<file path="config.mk">
export PLATFORM = sky130hd
export DESIGN_NAME = fft_out_ctrl
export DESIGN_NICKNAME = d
export VERILOG_FILES = /design/src/rtl/fft_pkg.sv /design/src/rtl/fft_reorder_buf.sv /design/src/rtl/fft_out_ctrl.sv
export SDC_FILE = /design/constraint.sdc
export NUM_CORES = 1
export LEC_CHECK = 0
export CAP_MARGIN = 40
export CORE_ASPECT_RATIO = 1.5
export CORE_MARGIN = 2
export CORE_UTILIZATION = 45
export DETAILED_ROUTE_END_ITERATION = 6
export PLACE_DENSITY_LB_ADDON = 0.25
export SYNTH_ARGS = -nofsm -noshare
export SYNTH_HDL_FRONTEND = slang
export SYNTH_SLANG_ARGS = --single-unit
</file>
<file path="constraint.sdc">
create_clock -name clk -period 8.6 [get_ports clk]
set_clock_uncertainty 0.1 [all_clocks]
set_input_delay 1.29 -clock clk [delete_from_list [all_inputs] [get_ports clk]]
set_output_delay 1.29 -clock clk [all_outputs]
set_load 0.05 [all_outputs]
</file>
<file path="src/rtl/fft_pkg.sv">
// Shared constants, FSM encoding and bit-reversal helper for the FFT output controller.
package fft_pkg;

   localparam int N_FFT        = 16;
   localparam int SAMPLE_W_DEF = 32;

   typedef enum logic [1:0] {
      ST_IDLE    = 2'd0,
      ST_COLLECT = 2'd1,
      ST_STREAM  = 2'd2
   } fft_state_t;

   function automatic logic [3:0] bitrev4(input logic [3:0] v);
      return {v[0], v[1], v[2], v[3]};
   endfunction

endpackage

</file>
<file path="src/rtl/fft_reorder_buf.sv">
// 16-entry reorder buffer: synchronous write port, asynchronous read port.
module fft_reorder_buf
   import fft_pkg::*;
#(
   parameter int SAMPLE_W = SAMPLE_W_DEF
) (
   input  logic                clk,
   input  logic                we,
   input  logic [3:0]          waddr,
   input  logic [SAMPLE_W-1:0] wdata,
   input  logic [3:0]          raddr,
   output logic [SAMPLE_W-1:0] rdata
);

   logic [SAMPLE_W-1:0] mem_r [N_FFT];

   // Storage write; contents need no reset because every run rewrites all entries.
   always_ff @(posedge clk) begin
      if (we) begin
         mem_r[waddr] <= wdata;
      end
   end

   assign rdata = mem_r[raddr];

endmodule

</file>
<file path="src/rtl/fft_out_ctrl.sv">
// Drains bit-reversed FFT results from two FIFOs, reorders them and streams
// bins 0..15 in natural order over a valid/ready interface.
module fft_out_ctrl
   import fft_pkg::*;
#(
   parameter int SAMPLE_W   = SAMPLE_W_DEF,
   parameter int FIFO_DEPTH = 8
) (
   input  logic                clk,
   input  logic                rst,
   input  logic                fft_done,
   input  logic                fifo1_empty,
   input  logic                fifo2_empty,
   input  logic [SAMPLE_W-1:0] fifo1_rdata,
   input  logic [SAMPLE_W-1:0] fifo2_rdata,
   output logic                fifo1_r_en,
   output logic                fifo2_r_en,
   output logic [SAMPLE_W-1:0] out_data,
   output logic [3:0]          out_index,
   output logic                out_valid,
   input  logic                out_ready,
   output logic                out_last,
   output logic                busy,
   output logic                start_err
);

   if (FIFO_DEPTH < N_FFT / 2) begin : g_depth_check
      $error("FIFO_DEPTH cannot hold half an FFT frame");
   end

   fft_state_t          state_r, state_s;
   logic [4:0]          rd_cnt_r, cap_cnt_r;
   logic                cap_pend_r, cap_src_r;
   logic [3:0]          cap_pos_r;
   logic                cap_done_s, hs_s, rd1_s, rd2_s;
   logic [3:0]          raddr_s;
   logic [SAMPLE_W-1:0] buf_rdata_s;
   logic                out_valid_r, out_last_r, busy_r, start_err_r;
   logic [3:0]          out_index_r;
   logic [SAMPLE_W-1:0] out_data_r;
   logic                out_valid_s, out_last_s;
   logic [3:0]          out_index_s;
   logic [SAMPLE_W-1:0] out_data_s;

   assign cap_done_s = cap_pend_r && (cap_cnt_r == 5'd15);
   assign hs_s       = out_valid_r && out_ready;

   fft_reorder_buf #(.SAMPLE_W(SAMPLE_W)) u_buf (
      .clk   (clk),
      .we    (cap_pend_r),
      .waddr (bitrev4(cap_pos_r)),
      .wdata (cap_src_r ? fifo2_rdata : fifo1_rdata),
      .raddr (raddr_s),
      .rdata (buf_rdata_s)
   );

   // State register.
   always_ff @(posedge clk or posedge rst) begin
      if (rst) begin
         state_r <= ST_IDLE;
      end else begin
         state_r <= state_s;
      end
   end

   // Next-state logic; fft_done outside IDLE never restarts the sequence.
   always_comb begin
      state_s = state_r;
      case (state_r)
         ST_IDLE:    state_s = fft_done ? ST_COLLECT : ST_IDLE;
         ST_COLLECT: state_s = cap_done_s ? ST_STREAM : ST_COLLECT;
         ST_STREAM:  state_s = (hs_s && (out_index_r == 4'd15)) ? ST_IDLE : ST_STREAM;
         default:    state_s = ST_IDLE;
      endcase
   end

   // Output logic: read strobes stay combinational so they can honour the current empty flags.
   always_comb begin
      rd1_s       = 1'b0;
      rd2_s       = 1'b0;
      raddr_s     = 4'd0;
      out_valid_s = out_valid_r;
      out_index_s = out_index_r;
      out_data_s  = out_data_r;
      out_last_s  = out_last_r;
      case (state_r)
         ST_IDLE: begin
            out_valid_s = 1'b0;
            out_index_s = 4'd0;
            out_data_s  = '0;
            out_last_s  = 1'b0;
         end
         ST_COLLECT: begin
            if (rd_cnt_r < 5'd8) begin
               rd1_s = !fifo1_empty;
            end else if (rd_cnt_r < 5'd16) begin
               rd2_s = !fifo2_empty;
            end else begin
               rd1_s = 1'b0;
               rd2_s = 1'b0;
            end
            out_valid_s = cap_done_s;
            out_index_s = 4'd0;
            out_data_s  = cap_done_s ? buf_rdata_s : '0;
            out_last_s  = 1'b0;
         end
         ST_STREAM: begin
            raddr_s = out_index_r + 4'd1;
            if (hs_s && (out_index_r == 4'd15)) begin
               out_valid_s = 1'b0;
               out_index_s = 4'd0;
               out_data_s  = '0;
               out_last_s  = 1'b0;
            end else if (hs_s) begin
               out_valid_s = 1'b1;
               out_index_s = raddr_s;
               out_data_s  = buf_rdata_s;
               out_last_s  = (raddr_s == 4'd15);
            end else begin
               out_valid_s = out_valid_r;
            end
         end
         default: begin
            out_valid_s = 1'b0;
            out_index_s = 4'd0;
            out_data_s  = '0;
            out_last_s  = 1'b0;
         end
      endcase
   end

   // Read/capture counters; they saturate at 16 and clear when a new run starts.
   always_ff @(posedge clk or posedge rst) begin
      if (rst) begin
         rd_cnt_r   <= 5'd0;
         cap_cnt_r  <= 5'd0;
         cap_pend_r <= 1'b0;
         cap_src_r  <= 1'b0;
         cap_pos_r  <= 4'd0;
      end else begin
         if ((state_r == ST_IDLE) && fft_done) begin
            rd_cnt_r  <= 5'd0;
            cap_cnt_r <= 5'd0;
         end else begin
            if (rd1_s || rd2_s) begin
               rd_cnt_r <= rd_cnt_r + 5'd1;
            end
            if (cap_pend_r) begin
               cap_cnt_r <= cap_cnt_r + 5'd1;
            end
         end
         cap_pend_r <= rd1_s || rd2_s;
         cap_src_r  <= rd2_s;
         cap_pos_r  <= rd_cnt_r[3:0];
      end
   end

   // Registered stream outputs, busy and sticky start error.
   always_ff @(posedge clk or posedge rst) begin
      if (rst) begin
         out_valid_r <= 1'b0;
         out_index_r <= 4'd0;
         out_data_r  <= '0;
         out_last_r  <= 1'b0;
         busy_r      <= 1'b0;
         start_err_r <= 1'b0;
      end else begin
         out_valid_r <= out_valid_s;
         out_index_r <= out_index_s;
         out_data_r  <= out_data_s;
         out_last_r  <= out_last_s;
         busy_r      <= (state_s != ST_IDLE);
         start_err_r <= start_err_r || (fft_done && (state_r != ST_IDLE));
      end
   end

   assign fifo1_r_en = rd1_s;
   assign fifo2_r_en = rd2_s;
   assign out_data   = out_data_r;
   assign out_index  = out_index_r;
   assign out_valid  = out_valid_r;
   assign out_last   = out_last_r;
   assign busy       = busy_r;
   assign start_err  = start_err_r;

endmodule

</file>
==> flow_summary.json, run 1 <==
{
  "status": "complete, no violations",
  "stdcell_area_um2": 26100,
  "grtUsageTotal_pct": 21.4,
  "fin_tns_setup_ps": 0,
  "utilization_pct": 52.7,
  "combPwrFrac_pct": 1.5,
  "clockPowerShare_pct": 42.3,
  "synth_compound_area_share_pct": 6.61,
  "grt_pass1_vias": 13075,
  "routed_via_density": 5.88,
  "syn_nets": 1431,
  "synth-simple-area-share_pct": 6.16,
  "synth_area_um2": 22500,
  "swShare_pct": 19.3,
  "final_cell_mix": "edfxtp_1, nand2_1, clkdlybuf4s50_1",
  "cts_made_buffers": 51,
  "leakage_uw": 0.00833,
  "pin_count": 112,
  "synthToLayoutAreaGrowth_pct": 16.2,
  "pwr-share-seq_pct": 56.2,
  "core-area_um2": 49500,
  "clk_pin_slew_ps": 70,
  "async_reset_ff_share_pct": 10.2,
  "cts_buffer_depth": 3,
  "slew_violations": 0,
  "max_freq_mhz": 217,
  "drive_above_1_share_pct": 16.2,
  "synth_edf_count": 512,
  "finalNetCount": 1543,
  "grt_pass1_wl_mm": 82.5,
  "worstMarginPinSlew_ps": 916,
  "dpl-instance-area_um2": 24500,
  "synthAdderAreaFrac_pct": 0.501,
  "ys.warnings.count": 0,
  "yosysTopAreaCell": "edfxtp_1",
  "path_buf_inv": 2,
  "p_switching_uw": 1040,
  "rows": 100,
  "cpMaxStageDelayCell": "clkdlybuf4s50_1",
  "syn_area_per_cell_um2": 16.6,
  "worstHoldPathType": "reg2reg",
  "rsz0062_at_grt": "false",
  "insertion_delay_ps": 580,
  "synth_top_family_by_area": "multiplexers",
  "hpwl_mm": 28.2,
  "dpl.cell_count": 2074,
  "worstPathArrival_ps": 3230,
  "critical_path_required_ps": 7210,
  "ys_seq_elements": 570,
  "n_antenna_cell": 0,
  "hold_buffers": 0,
  "portBuffers": 111,
  "initial_core_util_pct": 45.4,
  "p_per_area_nw_per_um2": 205,
  "dr_total_vias": 12742,
  "period_needed_ps": 4620,
  "dieArea_um2": 51800,
  "htree_num_levels": 2,
  "place_congestion": 0.735,
  "relSlewSlack_pct": 38.9,
  "ys_dominant_reg_cell": "edfxtp_1",
  "post_cts_buffers": 0,
  "hold_viol": 0,
  "path_cells": "clkdlybuf4s50_1 > nor4bb_1 > clkdlybuf4s50_1",
  "fillers": 4027,
  "dr.first_iter.drc_count": 1149,
  "cts_tree": "built",
  "cts_root_buf": "clkbuf_16",
  "cts_sinks": 570,
  "post_cts_resized": 0,
  "cp_max_fo": 4,
  "peakVddDrop_v": 0.000156,
  "crit_path_start_kind": "input port",
  "synth.top_cell.area_share_pct": 68.4,
  "drt-total-wl_mm": 55.5,
  "period_share_pct": 53.7,
  "synthXorXnorAreaFrac_pct": 0.306,
  "crit_top_cell": "clkdlybuf4s50_1",
  "seq_area_frac_synth_pct": 74.9,
  "ys_types": 52,
  "dr.pass1.iters": 5,
  "synth_top_cells_by_area": "edfxtp_1, dfrtp_1, mux4_2, nand2_1, o211ai_1",
  "antenna_left": 0,
  "layout_commonest_cell": "edfxtp_1",
  "setup_viol": 0,
  "path_delay_family": "buffers and inverters",
  "power.total_uw": 5360,
  "yosys-mux-area-fraction_pct": 9.51,
  "die_height_um": 278,
  "crit_type": "in2out",
  "grt-ovfl-total": 0,
  "p_int_uw": 4330,
  "crit_path_end_kind": "output pin",
  "grt_start_max_net_pins": 58,
  "post_drt_wl_per_cell_um": 25.6,
  "cap_violations": 0,
  "fin_cells": 2166,
  "drc_errors": 0,
  "netlist_instances": 1352,
  "antenna_found_initial": 0,
  "die_x_um": 186,
  "crit_path_max_incr_delay_ps": 930
}
worst reg2reg max path, cell delays in order, from the launching register on:
cell,delay (ps)
dfrtp_1,400
inv_1,90
ha_2,660
buf_4,500
and2_4,810
buf_4,490
buf_16,320
mux4_2,370
o211ai_1,190
o211ai_1,120
synth_stat cells, drive strengths merged (2+ instances only):
cell and instances:
a211oi 3, a21boi 2, a21o 2, a21oi 33, a22o 2, a31oi 2, a32oi 31, and2 2
and3 4, buf 45, clkbuf 43, dfrtp 58, edfxtp 512, ha 9, inv 7, mux2 33
mux2i 37, mux4 62, nand2 166, nand2b 9, nand3 34, nand4 3, nor2 85, nor2b 3
nor3 10, nor4 2, nor4b 3, o2111ai 2, o211ai 64, o21ai 4, o22ai 57, o2bb2ai 5
xnor2 2, xor2 5
routing by layer:
layer	routed length, um	GRT usage, %
met1	21600	26.8
met2	29300	38.7
met3	3030	2.59
met4	1560	7.16
met5	0	0
sequential cells by signal, indices dropped and copies added (netlist names):
signal,count
out_data,32
state_r,2
u_buf.mem_r,512
cap_cnt_r,5
busy,1
cap_src_r,1
out_last,1
rd_cnt_r,5
start_err,1
cap_pos_r,4
cap_pend_r,1
out_index,4
out_valid,1
cell type report:
type / count / area (um2) / area share (%)
repair buffers: 147 / 1440 / 5.50
inverters: 8 / 32.5 / 0.125
flip-flops and latches: 570 / 16800 / 64.4
well taps: 663 / 830 / 3.17
clock buffers: 61 / 1360 / 5.19
multi-input cells: 686 / 5340 / 20.4
clock inverters: 31 / 302 / 1.15
per-stage QoR:
stage          hold slack (ps)  setup WS, ps
3_5_place_dp               346          3960
6_report                   355          3980
5_1_grt                    378          3820
2_1_floorplan              297          4120
4_1_cts                    358          3910
3_3_place_gp               331          3860
logic make-up (layout without fill, tap and decap cells):
family | count (synthesis) | in the layout
DFF | 570 | 570
muxes | 132 | 132
buffers and inverters | 96 | 247
and+or+nand+nor | 326 | 326
xor gates and xnor gates | 7 | 7
AOI/OAI and AO/OA | 212 | 212
adders and majority gates | 9 | 9
power groups by stage:
stage	registers [uW]	logic (uW)	clock network, uW
after global routing	3010	87.0	2400
after global placement	3070	75.7	0
after floorplan	3070	28.5	0
after CTS	3020	80.8	2300
final	3020	80.0	2270
after detailed placement	3070	80.4	0
worst paths after layout:
path / start / end / slack (ps) / cells past startpoint
hold reg to reg: rd_cnt_r[1]$_DFFE_PP0P_ / cap_pos_r[1]$_DFF_PP0_ / 350 / 0
min in group asynchronous: rst / out_index[2]$_DFFE_PP0P_ / 1020 / 3
max in group asynchronous: rst / out_data[6]$_DFFE_PP0P_ / 6780 / 4
setup reg to reg: state_r[0]$_DFF_PP0_ / out_data[4]$_DFFE_PP0P_ / 4410 / 9
hold / removal: rd_cnt_r[1]$_DFFE_PP0P_ / cap_pos_r[1]$_DFF_PP0_ / 350 / 0
setup / recovery: fifo2_empty / fifo2_r_en / 3980 / 3
Power figures use the tool's default switching activity.
==> run 2, diff against run 1 <==
clock period = 4.1 ns   (was 8.6 ns; I/O delays follow)
==> flow_summary.json, run 2 (synthesis gave the netlist of run 1 again) <==
{
  "portBuffers": 111,
  "utilization_pct": 53.1,
  "htree_num_levels": 2,
  "crit_path_start_kind": "register",
  "hpwl_mm": 28.2,
  "leakage_uw": 0.00841,
  "max_freq_mhz": 291,
  "critical_path_required_ps": 3380,
  "slew_violations": 0,
  "worstMarginPinSlew_ps": 875,
  "p_per_area_nw_per_um2": 434,
  "drt-total-wl_mm": 55.7,
  "dr.first_iter.drc_count": 1054,
  "timing.hold.ws_ps": 287,
  "antenna_found_initial": 0,
  "antenna_left": 0,
  "topRoutingLayerUsed": "met4",
  "period_needed_ps": 3440,
  "layout_commonest_cell": "edfxtp_1",
  "synthToLayoutAreaGrowth_pct": 17.0,
  "reg2reg_depth": 8,
  "violations": "DRC",
  "worstHoldPathType": "in2async",
  "met3_length_mm": 3.45,
  "path_cells": "inv_1 > ha_1 > nor4bb_1 > clkdlybuf4s50_1",
  "core-area_um2": 49500,
  "fin_tns_setup_ps": 0,
  "top_register": "u_buf.mem_r",
  "grt-ovfl-total": 0,
  "status": "finished, violations left",
  "pin_count": 112,
  "dieArea_um2": 51800,
  "r2r_slack_ps": 1200,
  "hold_buffers": 0,
  "fillers": 3957,
  "rr_endpoint": "out_data[17]$_DFFE_PP0P_",
  "place_congestion": 0.729,
  "dpl-instance-area_um2": 24600,
  "hold_viol": 0,
  "routed_via_density": 5.82,
  "die_x_um": 186,
  "r2r_start": "state_r[0]$_DFF_PP0_",
  "cts_made_buffers": 51,
  "dpl.cell_count": 2083,
  "fin_cells": 2178,
  "grt_start_max_net_pins": 61,
  "cpMaxStageDelayCell": "clkdlybuf4s50_1",
  "crit_path_max_incr_delay_ps": 920,
  "grt_pass1_wl_mm": 82.0,
  "drc_errors": 1,
  "cp_max_fo": 4,
  "drt-met1-wl_mm": 20.9,
  "drive_above_1_share_pct": 16.3,
  "die_height_um": 278,
  "worstPathArrival_ps": 2720,
  "finalNetCount": 1552,
  "post_cts_buffers": 0,
  "dr_total_vias": 12685,
  "cts_tree": "built",
  "post_drt_wl_per_cell_um": 25.6,
  "dr.pass1.iters": 7,
  "wl_met2_mm": 29.5,
  "peakVddDrop_v": 0.000312,
  "rsz0062_at_grt": "false",
  "cts_root_buf": "clkbuf_16",
  "path_delay_family": "buffers and inverters",
  "n_antenna_cell": 0,
  "relSlewSlack_pct": 41.7,
  "stdcell_area_um2": 26300,
  "post_cts_resized": 0,
  "initial_core_util_pct": 45.4,
  "grt_pass1_vias": 13042,
  "largest_reg_flops": 512,
  "cts_buffer_depth": 3,
  "rows": 100,
  "clk_pin_slew_ps": 60,
  "final_cell_mix": "edfxtp_1, nand2_1, clkdlybuf4s50_1",
  "period_share_pct": 83.9,
  "path_buf_inv": 2,
  "crit_type": "reg2out",
  "insertion_delay_ps": 590,
  "cts_sinks": 570,
  "setup_viol": 0,
  "cap_violations": 0,
  "crit_path_end_kind": "output pin",
  "grtUsageTotal_pct": 21.5
}
## run 2: cell count changes in the layout (fill, tap and decap cells not counted), sizes merged
cell,previous run,this run
buf,36,45
bufinv,5,7
clkbuf,61,69
clkinv,18,15
clkinvlp,6,3
inv,10,9
## run 2: how the worst max path moves through the flow
| stage | end | startpoint | depth (start not counted) | slack [ps] |
|---|---|---|---|---|
| floorplan | u_buf.mem_r[3][0]$_DFFE_PP_ | cap_pend_r$_DFF_PP0_ | 3 | 450 |
| global placement | fifo2_r_en | fifo2_empty | 3 | 980 |
| detailed placement | fifo2_r_en | fifo2_empty | 3 | 940 |
| CTS | fifo2_r_en | state_r[1]$_DFF_PP0_ | 4 | 620 |
| global route | fifo2_r_en | state_r[1]$_DFF_PP0_ | 4 | 470 |
| finish | fifo2_r_en | state_r[1]$_DFF_PP0_ | 4 | 660 |
## run 2: power by group
part | leakage (uW) | internal [uW] | switching, uW
Combinational | 0.00222 | 72.9 | 94.0
Sequential | 0.00536 | 6330 | 0.0000000000000228
Clock | 0.000825 | 2820 | 2080
Total | 0.00841 | 9220 | 2180
## run 2: layer usage
metal  global-route usage, %  vias up
met5                       0        -
met4                    8.24        0
met3                    2.73      122
met2                    39.1      491
met1                    25.9     6525
li1                        -     5547
## run 2: area by class of cell
| cell class | instances | area [um2] | area share [%] |
|---|---|---|---|
| Sequential cell | 570 | 16800 | 64.0 |
| Multi-Input combinational cell | 686 | 5360 | 20.4 |
| Timing Repair Buffer | 156 | 1520 | 5.80 |
| Inverter | 8 | 32.5 | 0.124 |
| Tap cell | 663 | 830 | 3.15 |
| Clock inverter | 26 | 334 | 1.27 |
| Clock buffer | 69 | 1390 | 5.27 |
## run 2: tightest hold or removal path: stages
cell and delay [ps]:
clkdlybuf4s50_1 410, inv_2 80, buf_12 220
## run 2: through the flow
step / worst slack [ps] / total power (uW)
2_1_floorplan: 445 / 6510
3_3_place_gp: 979 / 6610
3_5_place_dp: 943 / 6620
4_1_cts: 623 / 11500
5_1_grt: 475 / 11700
6_report: 662 / 11400
==> run 3, diff against run 2 <==
clock period = 3.5 ns   (was 4.1 ns; I/O delays follow)
==> flow_summary.json, run 3 (synthesis gave the netlist of run 1 again) <==
{
  "synthToLayoutAreaGrowth_pct": 17.2,
  "grt_start_max_net_pins": 66,
  "cts_sinks": 570,
  "max_freq_mhz": 301,
  "die_height_um": 278,
  "period_share_pct": 94.8,
  "cts_root_buf": "clkbuf_16",
  "p_per_area_nw_per_um2": 496,
  "power.total_uw": 13100,
  "portBuffers": 111,
  "layout_commonest_cell": "edfxtp_1",
  "largest_reg_flops": 512,
  "utilization_pct": 53.2,
  "worstMarginPinSlew_ps": 839,
  "dpl.cell_count": 2094,
  "slew_violations": 0,
  "initial_core_util_pct": 45.4,
  "post_cts_buffers": 0,
  "cts_buffer_depth": 3,
  "dr.first_iter.drc_count": 1110,
  "cts_made_buffers": 51,
  "dr_total_vias": 12852,
  "peakVddDrop_v": 0.000370,
  "fin_cells": 2184,
  "top_register": "u_buf.mem_r",
  "period_needed_ps": 3320,
  "crit_type": "reg2out",
  "place_congestion": 0.746,
  "clk_pin_slew_ps": 60,
  "routed_via_density": 5.88,
  "stdcell_area_um2": 26400,
  "grtUsageTotal_pct": 21.7,
  "dpl-instance-area_um2": 24700,
  "die_x_um": 186,
  "insertion_delay_ps": 580,
  "grt_pass1_wl_mm": 83.5,
  "cap_violations": 0,
  "dr.pass1.iters": 7,
  "crit_path_end_kind": "output pin",
  "post_cts_resized": 0,
  "relSlewSlack_pct": 44.1,
  "grt_pass1_vias": 13201,
  "rows": 100,
  "pin_count": 112,
  "critical_path_required_ps": 2870,
  "violations": "DRC",
  "n_antenna_cell": 0,
  "hpwl_mm": 30.2,
  "leakage_uw": 0.00843,
  "finalNetCount": 1563,
  "drt-total-wl_mm": 55.8,
  "drive_above_1_share_pct": 16.7,
  "htree_num_levels": 2,
  "cp_max_fo": 4,
  "grt-ovfl-total": 0,
  "crit_path_start_kind": "register",
  "rsz0062_at_grt": "false",
  "hold_viol": 0,
  "post_drt_wl_per_cell_um": 25.6,
  "core-area_um2": 49500,
  "fin_tns_setup_ps": 0,
  "antenna_found_initial": 0,
  "cts_tree": "built",
  "worstPathArrival_ps": 2690,
  "hold_buffers": 0,
  "status": "finished, violations left",
  "worstHoldPathType": "in2async",
  "final_cell_mix": "edfxtp_1, nand2_1, clkdlybuf4s50_1",
  "drc_errors": 1,
  "antenna_left": 0,
  "fillers": 4004,
  "dieArea_um2": 51800,
  "setup_viol": 0,
  "r2r_slack_ps": 820
}
-- run 3: final timing paths --
path                            cells past startpoint                  from                  endpoint
worst max-delay path                                4  state_r[1]$_DFF_PP0_                fifo2_r_en
worst min-delay path                                2                   rst  out_data[27]$_DFFE_PP0P_
worst max register to register                      9  state_r[0]$_DFF_PP0_  out_data[22]$_DFFE_PP0P_
worst min register to register                      1   start_err$_DFF_PP0_       start_err$_DFF_PP0_
max in group asynchronous                           3                   rst  out_data[13]$_DFFE_PP0P_
min in group clk                                    1   start_err$_DFF_PP0_       start_err$_DFF_PP0_
-- run 3: stage by stage --
step           hold slack [ps]  worst slack [ps]
6_report                   292               180
5_1_grt                    332              31.5
4_1_cts                    296               171
3_5_place_dp               338               520
3_3_place_gp               315               553
2_1_floorplan              297              -155
-- run 3: routing by layer --
| layer | global-route usage [%] | share of wire (%) |
|---|---|---|
| met5 | 0 | 0 |
| met4 | 7.29 | 2.9 |
| met3 | 2.99 | 7.0 |
| met2 | 38.4 | 51 |
| met1 | 27.7 | 39 |
-- run 3: layout make-up --
class | instances | area (um2) | area share (%)
Tap cell | 663 | 830 | 3.15
Clock inverter | 24 | 214 | 0.812
Multi-Input combinational cell | 686 | 5370 | 20.4
Clock buffer | 66 | 1400 | 5.29
Timing Repair Buffer | 167 | 1680 | 6.38
Sequential cell | 570 | 16800 | 63.9
Inverter | 8 | 32.5 | 0.123
-- run 3: power breakdown --
group | leakage, uW | switching [uW] | internal (uW) | total (uW)
clock network | 0.000788 | 2370 | 3090 | 5460
logic | 0.00228 | 110 | 84.5 | 195
registers | 0.00536 | 0.0000000000000322 | 7410 | 7410
-- run 3: critical path, stage by stage, from the launching register on --
cell and delay, ps:
dfrtp_1 400, inv_1 80, ha_1 200, nor4bb_1 520, clkdlybuf4s50_1 920
==> RTL edit (config.mk and constraints of run 1) <==
`SAMPLE_W_DEF`: 32 -> 64.
--- a/src/rtl/fft_pkg.sv
+++ b/src/rtl/fft_pkg.sv
@@ -2,7 +2,7 @@
 package fft_pkg;
 
    localparam int N_FFT        = 16;
-   localparam int SAMPLE_W_DEF = 32;
+   localparam int SAMPLE_W_DEF = 64;
 
    typedef enum logic [1:0] {
       ST_IDLE    = 2'd0,
Interface: changed (resized fifo1_rdata, fifo2_rdata and out_data); port bits go from 112 to 208. The function was not compared with the original's and may differ.
==> RTL edit against run 1 <==
Final cell count up 100%. Critical path depth up 6. Die area up 96%. Routed wire length up 120%. Area after synthesis up 98%. Final area up 98%. Critical endpoint is now out_data[51]. Worst hold slack worse by 0.0030 ns. Power rose to 3.2 times the old value. Clock power up 110%. Sequential cell count up 544. Utilization down 0.19 points. Highest routed layer is now met5. Setup slack worse by 0.0031 ns.
==> RTL edit: results (changes against run 1) <==
[synthesis]
async_flop_share_pct=8.08  ; -2.1 points
syn_nets=2988  ; +110%
synth_area_leaders=edfxtp_1, dfrtp_1, mux2i_1
synthAdderAreaFrac_pct=0.254  ; -0.25 points
yosysSeqAreaShare_pct=74.3  ; -0.56 points
synthXorXnorAreaFrac_pct=0.175  ; -0.13 points
synth-edff-count=1024  ; +100%
synth_compound_area_share_pct=10.2  ; +3.6 points
ys_types=49  ; -5.8%

[run_status]
status=completed

[final_layout]
drive_above_1_share_pct=14.7  ; -1.5 points
nNetsFinal=3158  ; +100%
largest_register_ffs=1024  ; +100%
areaGrowthSynthToFinish_pct=16.2  ; about the same

[detailed_routing]
via_per_inst=6.11  ; +3.8%
drt_iter0_markers=2992  ; +160%

[placed_design]
gp_congestion=0.789  ; +7.4%
dpl_cell_area_sq_um=48200  ; +97%
dp_hpwl_mm=62.5  ; +120%
portBuffers=207  ; +86%

[pwr]
p_leak_nw=17.2  ; +110%
sw_frac_of_total_pct=37.7  ; +18 points

[grt]
grt_usage_pct=24.0  ; +2.6 points
grt_max_degree=191  ; +230%
antenna_found_initial=2  ; +2
grt_pass1_wl_mm=178  ; +120%

[floorplanning]
rows=141  ; +41%

[cts]
cts_buffers=98  ; +92%
cts_htree_levels=3  ; +1

[worst_setup_path]
r2r-end=out_data[51]
cp_slowest_cell=dfrtp_4

-- RTL edit: worst max-delay path by stage --
stage                 startpoint                end  slack [ns]  cells after the start
global route        out_index[0]       out_data[51]        3.83                      9
CTS                 out_index[0]       out_data[51]        4.02                      9
global placement    out_index[0]       out_data[39]        3.90                      8
finish              out_index[0]       out_data[51]        3.98                      9
detailed placement  out_index[0]       out_data[51]        4.03                      9
floorplan             cap_pend_r  u_buf.mem_r[0][0]        0.91                      4
-- RTL edit: cell type report --
class	instances	area (sq um)
Multi-Input combinational cell	1511	10500
Sequential cell	1114	33000
Inverter	9	38.8
Tap cell	1287	1610
Fill cell	7757	46600
Timing Repair Buffer	281	3070
Clock buffer	126	2690
Clock inverter	59	737
-- RTL edit: metrics by stage --
stage | hold slack, ns | std cells
3_3_place_gp | 0.326 | 4180
3_5_place_dp | 0.344 | 4202
2_1_floorplan | 0.297 | 2845
5_1_grt | 0.377 | 4387
6_report | 0.352 | 4387
4_1_cts | 0.359 | 4387
-- RTL edit: logic make-up after synthesis --
family	Yosys count
adders and majority gates	9
muxes	321
and+or+nand+nor	516
DFF	1114
xor gates and xnor gates	8
buffers and inverters	220
AOI/OAI and AO/OA	657
-- RTL edit: power groups by stage --
| stage | Clock, mW | Sequential, mW | Combinational, mW |
|---|---|---|---|
| 2_1_floorplan | 0 | 6.80 | 4.04 |
| 6_report | 4.67 | 6.31 | 6.39 |
| 3_3_place_gp | 0 | 6.43 | 6.25 |
| 4_1_cts | 4.73 | 6.32 | 6.37 |
| 5_1_grt | 4.94 | 6.32 | 6.85 |
| 3_5_place_dp | 0 | 6.43 | 6.34 |
-- RTL edit: routing by layer --
metal  vias to the layer above  share of wire [%]  GRT usage (%)
met5                         -              0.013              0
met4                         2                3.1           8.68
met3                       253                7.6           3.60
met2                      1307                 51           41.6
met1                     13700                 38           30.4
li1                      11500                  -              -
